## src/rtl/memu_pkg.sv

```systemverilog
// Shared definitions for the memory-access stage: funct3 codes, EXU bus
// field layout and the FSM state encoding.
package memu_pkg;

    // Load/store size codes as carried in funct3
    localparam logic [2:0] F3_B  = 3'b000;
    localparam logic [2:0] F3_H  = 3'b001;
    localparam logic [2:0] F3_W  = 3'b010;
    localparam logic [2:0] F3_BU = 3'b100;
    localparam logic [2:0] F3_HU = 3'b101;

    // Control states of the stage
    typedef enum logic [1:0] {
        ST_IDLE = 2'd0,
        ST_REQ  = 2'd1,
        ST_WAIT = 2'd2,
        ST_OUT  = 2'd3
    } memu_state_e;

    // EXU bus layout, LSB upward: regW, regAddr, aluRes, stData, memAddr,
    // funct3, wen, ren. Widths follow the module parameters.
    function automatic int ex_bus_width(input int aw, input int dw);
        return 3 * dw + aw + 6;
    endfunction

    function automatic int wb_bus_width(input int aw, input int dw);
        return dw + aw + 1;
    endfunction

    function automatic int off_regaddr(input int aw, input int dw);
        return 1 + 0 * (aw + dw);
    endfunction

    function automatic int off_alures(input int aw, input int dw);
        return 1 + aw + 0 * dw;
    endfunction

    function automatic int off_stdata(input int aw, input int dw);
        return 1 + aw + dw;
    endfunction

    function automatic int off_memaddr(input int aw, input int dw);
        return 1 + aw + 2 * dw;
    endfunction

    function automatic int off_funct3(input int aw, input int dw);
        return 1 + aw + 3 * dw;
    endfunction

    function automatic int off_wen(input int aw, input int dw);
        return 4 + aw + 3 * dw;
    endfunction

    function automatic int off_ren(input int aw, input int dw);
        return 5 + aw + 3 * dw;
    endfunction

    // An access is misaligned when its natural alignment is violated;
    // unknown load sizes behave as words.
    function automatic logic is_misaligned(input logic [2:0] f3,
                                           input logic [1:0] off,
                                           input logic       is_load);
        logic mis;
        mis = 1'b0;
        if (is_load) begin
            case (f3)
                F3_B, F3_BU: mis = 1'b0;
                F3_H, F3_HU: mis = off[0];
                default:     mis = (off != 2'b00);
            endcase
        end else begin
            case (f3[1:0])
                2'b00:   mis = 1'b0;
                2'b01:   mis = off[0];
                default: mis = (off != 2'b00);
            endcase
        end
        return mis;
    endfunction

endpackage

```

## src/rtl/memu_lsfmt.sv

```systemverilog
// Combinational byte-lane logic: store data/mask placement and load
// data extraction with sign or zero extension.
module memu_lsfmt
    import memu_pkg::*;
#(
    parameter int DATA_WIDTH = 32
) (
    input  logic [2:0]            funct3,
    input  logic [1:0]            off,
    input  logic                  is_load,
    input  logic [DATA_WIDTH-1:0] st_data,
    input  logic [DATA_WIDTH-1:0] rdata,
    output logic [DATA_WIDTH-1:0] wdata,
    output logic [3:0]            wmask,
    output logic [DATA_WIDTH-1:0] ld_data
);

    logic [7:0]  byte_sel;
    logic [15:0] half_sel;

    assign byte_sel = rdata[{off, 3'b000} +: 8];
    assign half_sel = rdata[{off[1], 4'b0000} +: 16];

    // Replicate store data across lanes and strobe only the addressed ones
    always_comb begin
        wdata = st_data;
        wmask = 4'b0000;
        if (!is_load) begin
            case (funct3[1:0])
                2'b00: begin
                    wdata = {(DATA_WIDTH / 8){st_data[7:0]}};
                    wmask = 4'b0001 << off;
                end
                2'b01: begin
                    wdata = {(DATA_WIDTH / 16){st_data[15:0]}};
                    wmask = 4'b0011 << {off[1], 1'b0};
                end
                default: begin
                    wdata = st_data;
                    wmask = 4'b1111;
                end
            endcase
        end
    end

    // Pick the addressed byte/half out of the read word and extend it
    always_comb begin
        ld_data = rdata;
        case (funct3)
            F3_B:    ld_data = {{(DATA_WIDTH - 8){byte_sel[7]}}, byte_sel};
            F3_H:    ld_data = {{(DATA_WIDTH - 16){half_sel[15]}}, half_sel};
            F3_BU:   ld_data = {{(DATA_WIDTH - 8){1'b0}}, byte_sel};
            F3_HU:   ld_data = {{(DATA_WIDTH - 16){1'b0}}, half_sel};
            default: ld_data = rdata;
        endcase
    end

endmodule

```

## src/rtl/memu.sv

```systemverilog
// Memory-access stage: takes one op from EXU, performs at most one
// data-memory access and hands the write-back result to WBU.
module memu
    import memu_pkg::*;
#(
    parameter int ADDR_WIDTH = 5,
    parameter int DATA_WIDTH = 32
) (
    input  logic                                       clk,
    input  logic                                       rst,
    input  logic [ex_bus_width(ADDR_WIDTH, DATA_WIDTH)-1:0] ex_to_mem_bus,
    input  logic                                       ex_to_mem_valid,
    output logic                                       mem_to_ex_ready,
    output logic [wb_bus_width(ADDR_WIDTH, DATA_WIDTH)-1:0] mem_to_wb_bus,
    output logic                                       mem_to_wb_valid,
    input  logic                                       wb_to_mem_ready,
    output logic                                       dmem_req_valid,
    input  logic                                       dmem_req_ready,
    output logic                                       dmem_req_wen,
    output logic [DATA_WIDTH-1:0]                      dmem_req_addr,
    output logic [DATA_WIDTH-1:0]                      dmem_req_wdata,
    output logic [3:0]                                 dmem_req_wmask,
    input  logic                                       dmem_resp_valid,
    input  logic [DATA_WIDTH-1:0]                      dmem_resp_rdata,
    output logic                                       dmem_resp_ready,
    output logic                                       mem_misalign
);

    localparam int RA_LSB = off_regaddr(ADDR_WIDTH, DATA_WIDTH);
    localparam int AL_LSB = off_alures(ADDR_WIDTH, DATA_WIDTH);
    localparam int SD_LSB = off_stdata(ADDR_WIDTH, DATA_WIDTH);
    localparam int MA_LSB = off_memaddr(ADDR_WIDTH, DATA_WIDTH);
    localparam int F3_LSB = off_funct3(ADDR_WIDTH, DATA_WIDTH);
    localparam int WE_BIT = off_wen(ADDR_WIDTH, DATA_WIDTH);
    localparam int RE_BIT = off_ren(ADDR_WIDTH, DATA_WIDTH);

    // Incoming bus fields
    logic                  in_ren, in_wen, in_regw;
    logic [2:0]            in_funct3;
    logic [DATA_WIDTH-1:0] in_memaddr, in_stdata, in_alures;
    logic [ADDR_WIDTH-1:0] in_regaddr;

    assign in_ren     = ex_to_mem_bus[RE_BIT];
    assign in_wen     = ex_to_mem_bus[WE_BIT];
    assign in_funct3  = ex_to_mem_bus[F3_LSB +: 3];
    assign in_memaddr = ex_to_mem_bus[MA_LSB +: DATA_WIDTH];
    assign in_stdata  = ex_to_mem_bus[SD_LSB +: DATA_WIDTH];
    assign in_alures  = ex_to_mem_bus[AL_LSB +: DATA_WIDTH];
    assign in_regaddr = ex_to_mem_bus[RA_LSB +: ADDR_WIDTH];
    assign in_regw    = ex_to_mem_bus[0];

    // State and latched operation
    memu_state_e           state_q, state_d;
    logic [2:0]            funct3_q, funct3_d;
    logic [DATA_WIDTH-1:0] addr_q, addr_d;
    logic [DATA_WIDTH-1:0] st_q, st_d;
    logic [DATA_WIDTH-1:0] alu_q, alu_d;
    logic [ADDR_WIDTH-1:0] rd_q, rd_d;
    logic                  regw_q, regw_d;
    logic                  load_q, load_d;
    logic [DATA_WIDTH-1:0] out_data_q, out_data_d;
    logic [ADDR_WIDTH-1:0] out_rd_q, out_rd_d;
    logic                  out_w_q, out_w_d;
    logic                  misalign_q, misalign_d;

    logic                  accept;
    logic [DATA_WIDTH-1:0] fmt_wdata, fmt_ld;
    logic [3:0]            fmt_wmask;

    memu_lsfmt #(.DATA_WIDTH(DATA_WIDTH)) u_lsfmt (
        .funct3  (funct3_q),
        .off     (addr_q[1:0]),
        .is_load (load_q),
        .st_data (st_q),
        .rdata   (dmem_resp_rdata),
        .wdata   (fmt_wdata),
        .wmask   (fmt_wmask),
        .ld_data (fmt_ld)
    );

    assign mem_to_ex_ready = (state_q == ST_IDLE) ||
                             ((state_q == ST_OUT) && wb_to_mem_ready);
    assign accept          = ex_to_mem_valid && mem_to_ex_ready;

    // Next-state logic: a new op can start from IDLE or from the OUT
    // handshake cycle, which keeps ALU ops flowing at one per cycle
    always_comb begin
        state_d    = state_q;
        funct3_d   = funct3_q;
        addr_d     = addr_q;
        st_d       = st_q;
        alu_d      = alu_q;
        rd_d       = rd_q;
        regw_d     = regw_q;
        load_d     = load_q;
        out_data_d = out_data_q;
        out_rd_d   = out_rd_q;
        out_w_d    = out_w_q;
        misalign_d = 1'b0;

        case (state_q)
            ST_REQ: begin
                if (dmem_req_ready) begin
                    state_d = ST_WAIT;
                end
            end
            ST_WAIT: begin
                if (dmem_resp_valid) begin
                    out_rd_d = rd_q;
                    if (load_q) begin
                        out_data_d = fmt_ld;
                        out_w_d    = regw_q;
                    end else begin
                        out_data_d = alu_q;
                        out_w_d    = 1'b0;
                    end
                    state_d = ST_OUT;
                end
            end
            ST_OUT: begin
                if (wb_to_mem_ready && !accept) begin
                    state_d = ST_IDLE;
                end
            end
            default: begin
            end
        endcase

        if (accept) begin
            funct3_d = in_funct3;
            addr_d   = in_memaddr;
            st_d     = in_stdata;
            alu_d    = in_alures;
            rd_d     = in_regaddr;
            regw_d   = in_regw;
            load_d   = in_ren;
            if (!in_ren && !in_wen) begin
                out_data_d = in_alures;
                out_rd_d   = in_regaddr;
                out_w_d    = in_regw;
                state_d    = ST_OUT;
            end else if (is_misaligned(in_funct3, in_memaddr[1:0], in_ren)) begin
                out_data_d = '0;
                out_rd_d   = in_regaddr;
                out_w_d    = 1'b0;
                misalign_d = 1'b1;
                state_d    = ST_OUT;
            end else begin
                state_d = ST_REQ;
            end
        end
    end

    // State register with asynchronous active-low reset
    always_ff @(posedge clk or negedge rst) begin
        if (!rst) begin
            state_q    <= ST_IDLE;
            funct3_q   <= '0;
            addr_q     <= '0;
            st_q       <= '0;
            alu_q      <= '0;
            rd_q       <= '0;
            regw_q     <= 1'b0;
            load_q     <= 1'b0;
            out_data_q <= '0;
            out_rd_q   <= '0;
            out_w_q    <= 1'b0;
            misalign_q <= 1'b0;
        end else begin
            state_q    <= state_d;
            funct3_q   <= funct3_d;
            addr_q     <= addr_d;
            st_q       <= st_d;
            alu_q      <= alu_d;
            rd_q       <= rd_d;
            regw_q     <= regw_d;
            load_q     <= load_d;
            out_data_q <= out_data_d;
            out_rd_q   <= out_rd_d;
            out_w_q    <= out_w_d;
            misalign_q <= misalign_d;
        end
    end

    assign dmem_req_valid  = (state_q == ST_REQ);
    assign dmem_req_wen    = !load_q;
    assign dmem_req_addr   = {addr_q[DATA_WIDTH-1:2], 2'b00};
    assign dmem_req_wdata  = fmt_wdata;
    assign dmem_req_wmask  = fmt_wmask;
    assign dmem_resp_ready = (state_q == ST_WAIT);
    assign mem_to_wb_valid = (state_q == ST_OUT);
    assign mem_to_wb_bus   = {out_data_q, out_rd_q, out_w_q};
    assign mem_misalign    = misalign_q;

endmodule

```

## config.mk

```make
export PLATFORM = sky130hd
export DESIGN_NAME = memu
export DESIGN_NICKNAME = d
export VERILOG_FILES = /design/src/rtl/memu_pkg.sv /design/src/rtl/memu_lsfmt.sv /design/src/rtl/memu.sv
export SDC_FILE = /design/constraint.sdc
export NUM_CORES = 1
export LEC_CHECK = 0
export CORE_ASPECT_RATIO = 0.75
export CORE_MARGIN = 8
export CORE_UTILIZATION = 30
export DETAILED_ROUTE_END_ITERATION = 8
export DONT_BUFFER_PORTS = 1
export PLACE_DENSITY = 0.46
export SYNTH_ARGS = -nofsm -noshare
export SYNTH_HDL_FRONTEND = slang
export SYNTH_HIERARCHICAL = 1
export SYNTH_SLANG_ARGS = --single-unit
```

## constraint.sdc

```tcl
create_clock -name clk -period 2.31 [get_ports clk]
set_input_delay 0.3465 -clock clk [delete_from_list [all_inputs] [get_ports clk]]
set_output_delay 0.3465 -clock clk [all_outputs]
set_load 0.005 [all_outputs]
```

### Yosys cells after proc, flatten, opt, wreduce, memory -nomap -nowiden

Index checks and enable logic that the tools add are counted.

| word-level totals | value |
|---|---|
| output and inout bits | 112 |
| memory bits (read-only) | 0 |
| bits in latches | 0 |
| flip-flop bits (word level) | 147 |
| RAM bits | 0 |
| input bits | 145 |
| memories | 0 |

| operators by class | value |
|---|---|
| div/mod/pow operators | 0 |
| bitwise logic cells | 0 |
| $lt $le $gt $ge | 0 |
| multiply operators | 0 |
| $add $sub $neg | 0 |
| eq/ne operators | 14 |
| shift-type cells | 4 |
| reductions and logical operators | 19 |
| mux-type cells | 37 |

Operators with widths:

| cell | number |
|---|---|
| $mux W32 | 7 |
| $pmux W32 S4 | 1 |
| $pmux W32 S2 | 1 |
| $shiftx A32 B6 Y16 | 1 |
| $shiftx A32 B6 Y8 | 1 |
| $mux W5 | 5 |
| $eq A3 B3 Y1 const B | 4 |
| $mux W1 | 12 |
| $mux W2 | 6 |
| $pmux W4 S2 | 1 |
| $eq A2 B1 Y1 const B | 3 |
| $eq A3 B1 Y1 const B | 2 |
| $logic_not A2 Y1 | 3 |
| $logic_not A3 Y1 | 2 |
| $ne A3 B1 Y1 const B | 2 |
| $pmux W2 S3 | 1 |
| $eq A2 B2 Y1 const B | 2 |
| $logic_and A1 B1 Y1 | 4 |
| $logic_not A1 Y1 | 4 |
| $mux W4 | 1 |
| $pmux W1 S2 | 2 |
| $reduce_and A4 Y1 | 1 |
| $reduce_bool A4 Y1 | 1 |
| $reduce_or A2 Y1 | 2 |
| other kinds (5) | 5 |

### Longest topological paths before layout

| logic depth | value |
|---|---|
| word-level depth | 9 |
| mapped depth | 8 |

### Modules after synthesis

Netlist, hierarchy kept.

By module, submodules not included:

| module | times used | cells each | area each (µm²) |
|---|---|---|---|
| memu | 1 | 446 | 6,764.0 |
| memu_lsfmt | 1 | 166 | 1,176.1 |

### Least setup slack after synthesis

OpenSTA, ideal clock, no wires.

| timing | value |
|---|---|
| path type | register to register |
| from | register addr_q[1] |
| to | register out_data_q[8] |
| path buffers | 1 |
| setup time | 0.122 ns |
| arrival | 1.916 ns |
| slack | 0.272 ns |
| cell stages (with the launch flop) | 8 |
| cells stage by stage | dfrtp_1 -> mux4_2 -> and2_4 -> buf_6 -> a221o_1 -> mux2_2 -> mux2i_1 -> o2bb2ai_2 |

| on the way | value |
|---|---|
| longest elaborated chain between the ends | 8 |
| elaborated cells between the ends (all ways) | 9 |
| classes of those cells | shift: 2; mux: 7 |

Ends and longest elaborated chain:

| what | line | RTL |
|---|---|---|
| from (decl) | memu.sv:55 | `logic [DATA_WIDTH-1:0] addr_q, addr_d;` |
| from (signal assigned) | memu.sv:172 | `addr_q <= addr_d;` |
| $shiftx A32 B6 Y16 / $shiftx A32 B6 Y8 (equally long branches) | memu_lsfmt.sv:22, memu_lsfmt.sv:21 |  |
| $pmux W32 S4 * | memu_lsfmt.sv:49 | `case (funct3)` |
| via fmt_ld[8] | memu.sv:67 | `logic [DATA_WIDTH-1:0] fmt_wdata, fmt_ld;` |
| $mux W32 * | memu.sv:110 | `if (load_q) begin` |
| $mux W32 * | memu.sv:108 | `if (dmem_resp_valid) begin` |
| $mux W32 * | memu.sv:101 | `case (state_q)` |
| $mux W32 | memu.sv:142 | `end else if (is_misaligned(in_funct3, in_memaddr[1:0], in_ren)) begin` |
| $mux W32 | memu.sv:137 | `if (!in_ren && !in_wen) begin` |
| $mux W32 * | memu.sv:129 | `if (accept) begin` |
| via out_data_d[8] | memu.sv:61 | `logic [DATA_WIDTH-1:0] out_data_q, out_data_d;` |
| to (signal assigned) | memu.sv:178 | `out_data_q <= out_data_d;` |
| to (decl) | memu.sv:61 |  |

The timed path passes the listed nets; every way through them passes the cells marked *.
A chain may end at the register's enable or synchronous reset.

### Worst setup path in the final report

| timing | value |
|---|---|
| from | register funct3_q[1] |
| to | output port dmem_req_wdata[8] |

| on the way | value |
|---|---|
| longest elaborated chain between the ends | 3 |
| elaborated cells between the ends (all ways) | 4 |
| classes of those cells | eq/ne: 1; mux: 2; reduce/logical: 1 |

Ends and longest elaborated chain:

| what | line | RTL |
|---|---|---|
| from (decl) | memu.sv:54 | `logic [2:0] funct3_q, funct3_d;` |
| from (signal assigned) | memu.sv:171 | `funct3_q <= funct3_d;` |
| $eq A2 B1 Y1 / $logic_not A2 Y1 (equally long branches) | memu_lsfmt.sv:29 | `case (funct3[1:0])` |
| $pmux W32 S2 * | memu_lsfmt.sv:29 |  |
| $mux W32 * | memu_lsfmt.sv:28 | `if (!is_load) begin` |
| to (decl) | memu.sv:21 | `output logic [DATA_WIDTH-1:0] dmem_req_wdata,` |

Mark *: on every way between the ends. The rest lies on a longest branch, timed or not.

==> results.py <==
metrics = {
    "timing": {
        "fin_setup_tns_ns": 0,
        "drv_slew": 0,
        "tightest_slew_ns": 0.617,
        "worst_clock_skew_ns": 0.00725,
        "slew_headroom_pct": 58.8,
        "rsz0062_at_grt": "false",
        "min_period_over_period_pct": 94.1,
        "fmax_ghz": 0.460,
        "period_needed_ns": 2.17,
        "whs_ns": -0.374,
        "setup_violations": 0,
        "finalHoldViolCount": 147,
    },
    "min_path": {
        "hold_class": "in -> async",
    },
    "route": {
        "post-route-drc-count": 0,
        "firstDrtPassIters": 4,
        "drt-total-wl_mm": 22.7,
        "wl_per_cell_um": 24.6,
        "drt_first_iter_violations": 211,
        "vias": 4646,
        "postRouteAntennaNets": 0,
        "via_per_inst": 5.03,
    },
    "worst_setup_path": {
        "critPathMaxFanout": 10,
        "cp-end-kind": "output port",
        "arrival_ns": 1.83,
        "ff2ff_setup_slack_ns": 0.21,
        "path_class": "reg -> out",
        "critical_path_required_ns": 1.96,
        "start_kind": "flip-flop",
    },
    "floorplan": {
        "die_width_um": 204,
        "dieArea_mm2": 0.0320,
        "die_h_um": 157,
        "ioPinCount": 257,
        "start_util_pct": 30.6,
        "core_mm2": 0.0260,
        "num_rows": 51,
    },
    "yosys": {
        "yosys_warnings": 6,
        "synth_edf_count": 0,
        "yosysSeqAreaShare_pct": 46.3,
        "synth.distinct_cells": 42,
        "syn_area_mm2": 0.00794,
        "ys_ff_latch": 147,
        "async_flop_share_pct": 100,
        "avgSynthCellArea_um2": 13.0,
        "synth_cells": 612,
        "ys.flop_type": "dfrtp_1",
    },
    "flow_run": {
        "drv_cap": 0,
    },
    "power": {
        "ir_drop_v": 0.000618,
        "fin_total_pwr_uw": 13300,
        "power-per-cell-area_mw_per_mm2": 1520,
        "p_leak_uw": 0.00360,
    },
    "global_route": {
        "grt_pass1_wl_mm": 34.0,
        "grt_max_degree": 148,
        "grt_use_total_pct": 14.1,
        "grt_overflow": 0,
        "antenna_found_initial": 1,
        "grt_pass1_vias": 5072,
    },
    "clock_tree": {
        "cts_made_buffers": 17,
        "cts-root-buf": "clkbuf_16",
        "cts_setup_buffers": 0,
        "htreeDepth": 4,
        "clock_latency_ns": 0.42,
        "clockBufferDepth": 2,
        "cts_tree": "built",
        "clock-sinks": 147,
        "clkTransAtPathRegs_ns": 0.06,
    },
    "run_status": {
        "outcome": "finished, violations left",
        "violations": "hold timing",
    },
    "cells_and_area": {
        "antenna_cells": 0,
        "drive_above_1_share_pct": 41.8,
        "areaGrowthSynthToFinish_pct": 9.72,
        "nNetsFinal": 711,
    },
    "placement": {
        "finalWeightedCongestion": 0.785,
        "portBuffers": 0,
        "place_hpwl_mm": 16.6,
    },
}
## worst paths after layout
| check | startpoint | to | depth (start not counted) |
|---|---|---|---|
| worst max-delay path | funct3_q[1] | dmem_req_wdata[8] | 4 |
| worst min-delay path | rst | st_q[0] | 0 |
| worst max register to register | addr_q[1] | out_data_q[12] | 6 |
| worst min register to register | st_q[18] | st_q[18] | 1 |
| max in group asynchronous | rst | addr_q[1] | 0 |
| min in group clk | ex_to_mem_bus[32] | out_data_q[26] | 1 |
## critical path: stages, from the launching register on
cell and delay [ns]:
dfrtp_2 0.49, buf_4 0.19, nor3_4 0.17, buf_6 0.18
mux2_1 0.37
## cells by family (layout without fill, tap and decap cells)
| logic type | count (synthesis) | in the layout | synth area share, % |
|---|---|---|---|
| buffers and inverters | 91 | 57 | 7.52 |
| multiplexers | 221 | 221 | 30.6 |
| AO/OA/AOI/OAI | 82 | 82 | 11.2 |
| other | 1 | 2 | 0.0472 |
| AND/OR/NAND/NOR | 70 | 70 | 4.29 |
| flip-flops | 147 | 147 | 46.3 |
## stage by stage
step	instances	cell area [um2]	worst slack, ns	util (%)
2_1_floorplan	613	7940	0.272	-
3_3_place_gp	891	8040	0.253	30.9
3_5_place_dp	891	8040	0.203	30.9
4_1_cts	923	8710	0.0301	33.5
5_1_grt	923	8710	0.0122	33.5
6_report	923	8710	0.136	33.5
## registers in the layout, indices dropped and copies added (netlist names)
signal and count:
addr_q 32, alu_q 32, out_data_q 32, st_q 32
out_rd_q 5, rd_q 5, funct3_q 3, state_q 2
load_q 1, mem_misalign 1, out_w_q 1, regw_q 1
## power breakdown
group          leakage (uW)  internal, uW  switching [uW]
registers           0.00177          3850            1060
clock network      0.000327          2030            1090
logic               0.00151          2830            2410
## metal layers
metal | vias up | GRT usage, % | wire length [um]
met4 | 0 | 4.14 | 270
met5 | - | 0 | 0
met3 | 21 | 7.00 | 2570
met2 | 177 | 21.5 | 10500
li1 | 2078 | - | -
met1 | 2370 | 17.2 | 9340
## what timing repair did
item / 4_1_cts / 5_1_grt
hold endpoints to repair: 147 / 147
resized for setup: 3 / 1
endpoints found under the setup margin: 17 / 8
## layout by cell type (no fill, tap or decap), types with 2 or more instances in the layout
master	n
bufinv_16	5
o2bb2ai_2	30
mux2_2	149
buf_6	2
nor2_1	13
buf_4	10
dfrtp_1	145
clkbuf_16	17
clkbuf_1	2
o2bb2ai_1	3
a221o_1	8
inv_2	2
a22o_1	8
a21oi_1	12
inv_1	5
o22a_1	7
buf_12	6
clkbuf_8	4
mux2_1	16
dfrtp_2	2
clkinv_2	3
o21ai_1	3
mux2i_1	55
nand2_1	33
a2bb2oi_1	3
conb_1	2
nor2b_1	11
and2_1	2
## cells in the mapped netlist (8+ instances only)
| cell | count | area share [%] |
|---|---|---|
| nor2_1 | 14 | 0.66 |
| mux2_2 | 149 | 21 |
| nand2_1 | 33 | 1.6 |
| nor2b_1 | 11 | 0.87 |
| mux2_1 | 16 | 2.3 |
| a21oi_1 | 13 | 0.82 |
| a22o_1 | 8 | 0.88 |
| buf_2 | 18 | 1.1 |
| dfrtp_1 | 147 | 46 |
| buf_4 | 48 | 4.5 |
| clkbuf_1 | 8 | 0.38 |
| a221o_1 | 8 | 1.0 |
| o2bb2ai_2 | 30 | 5.7 |
| mux2i_1 | 55 | 6.9 |
## area by class of cell
class | count | area (um2)
Clock buffer | 23 | 488
Clock inverter | 9 | 174
Fill cell | 2525 | 17300
Inverter | 7 | 26.3
Multi-Input combinational cell | 375 | 3690
Sequential cell | 147 | 3680
Tap cell | 344 | 430
Timing Repair Buffer | 18 | 218
Power figures use the tool's default switching activity.
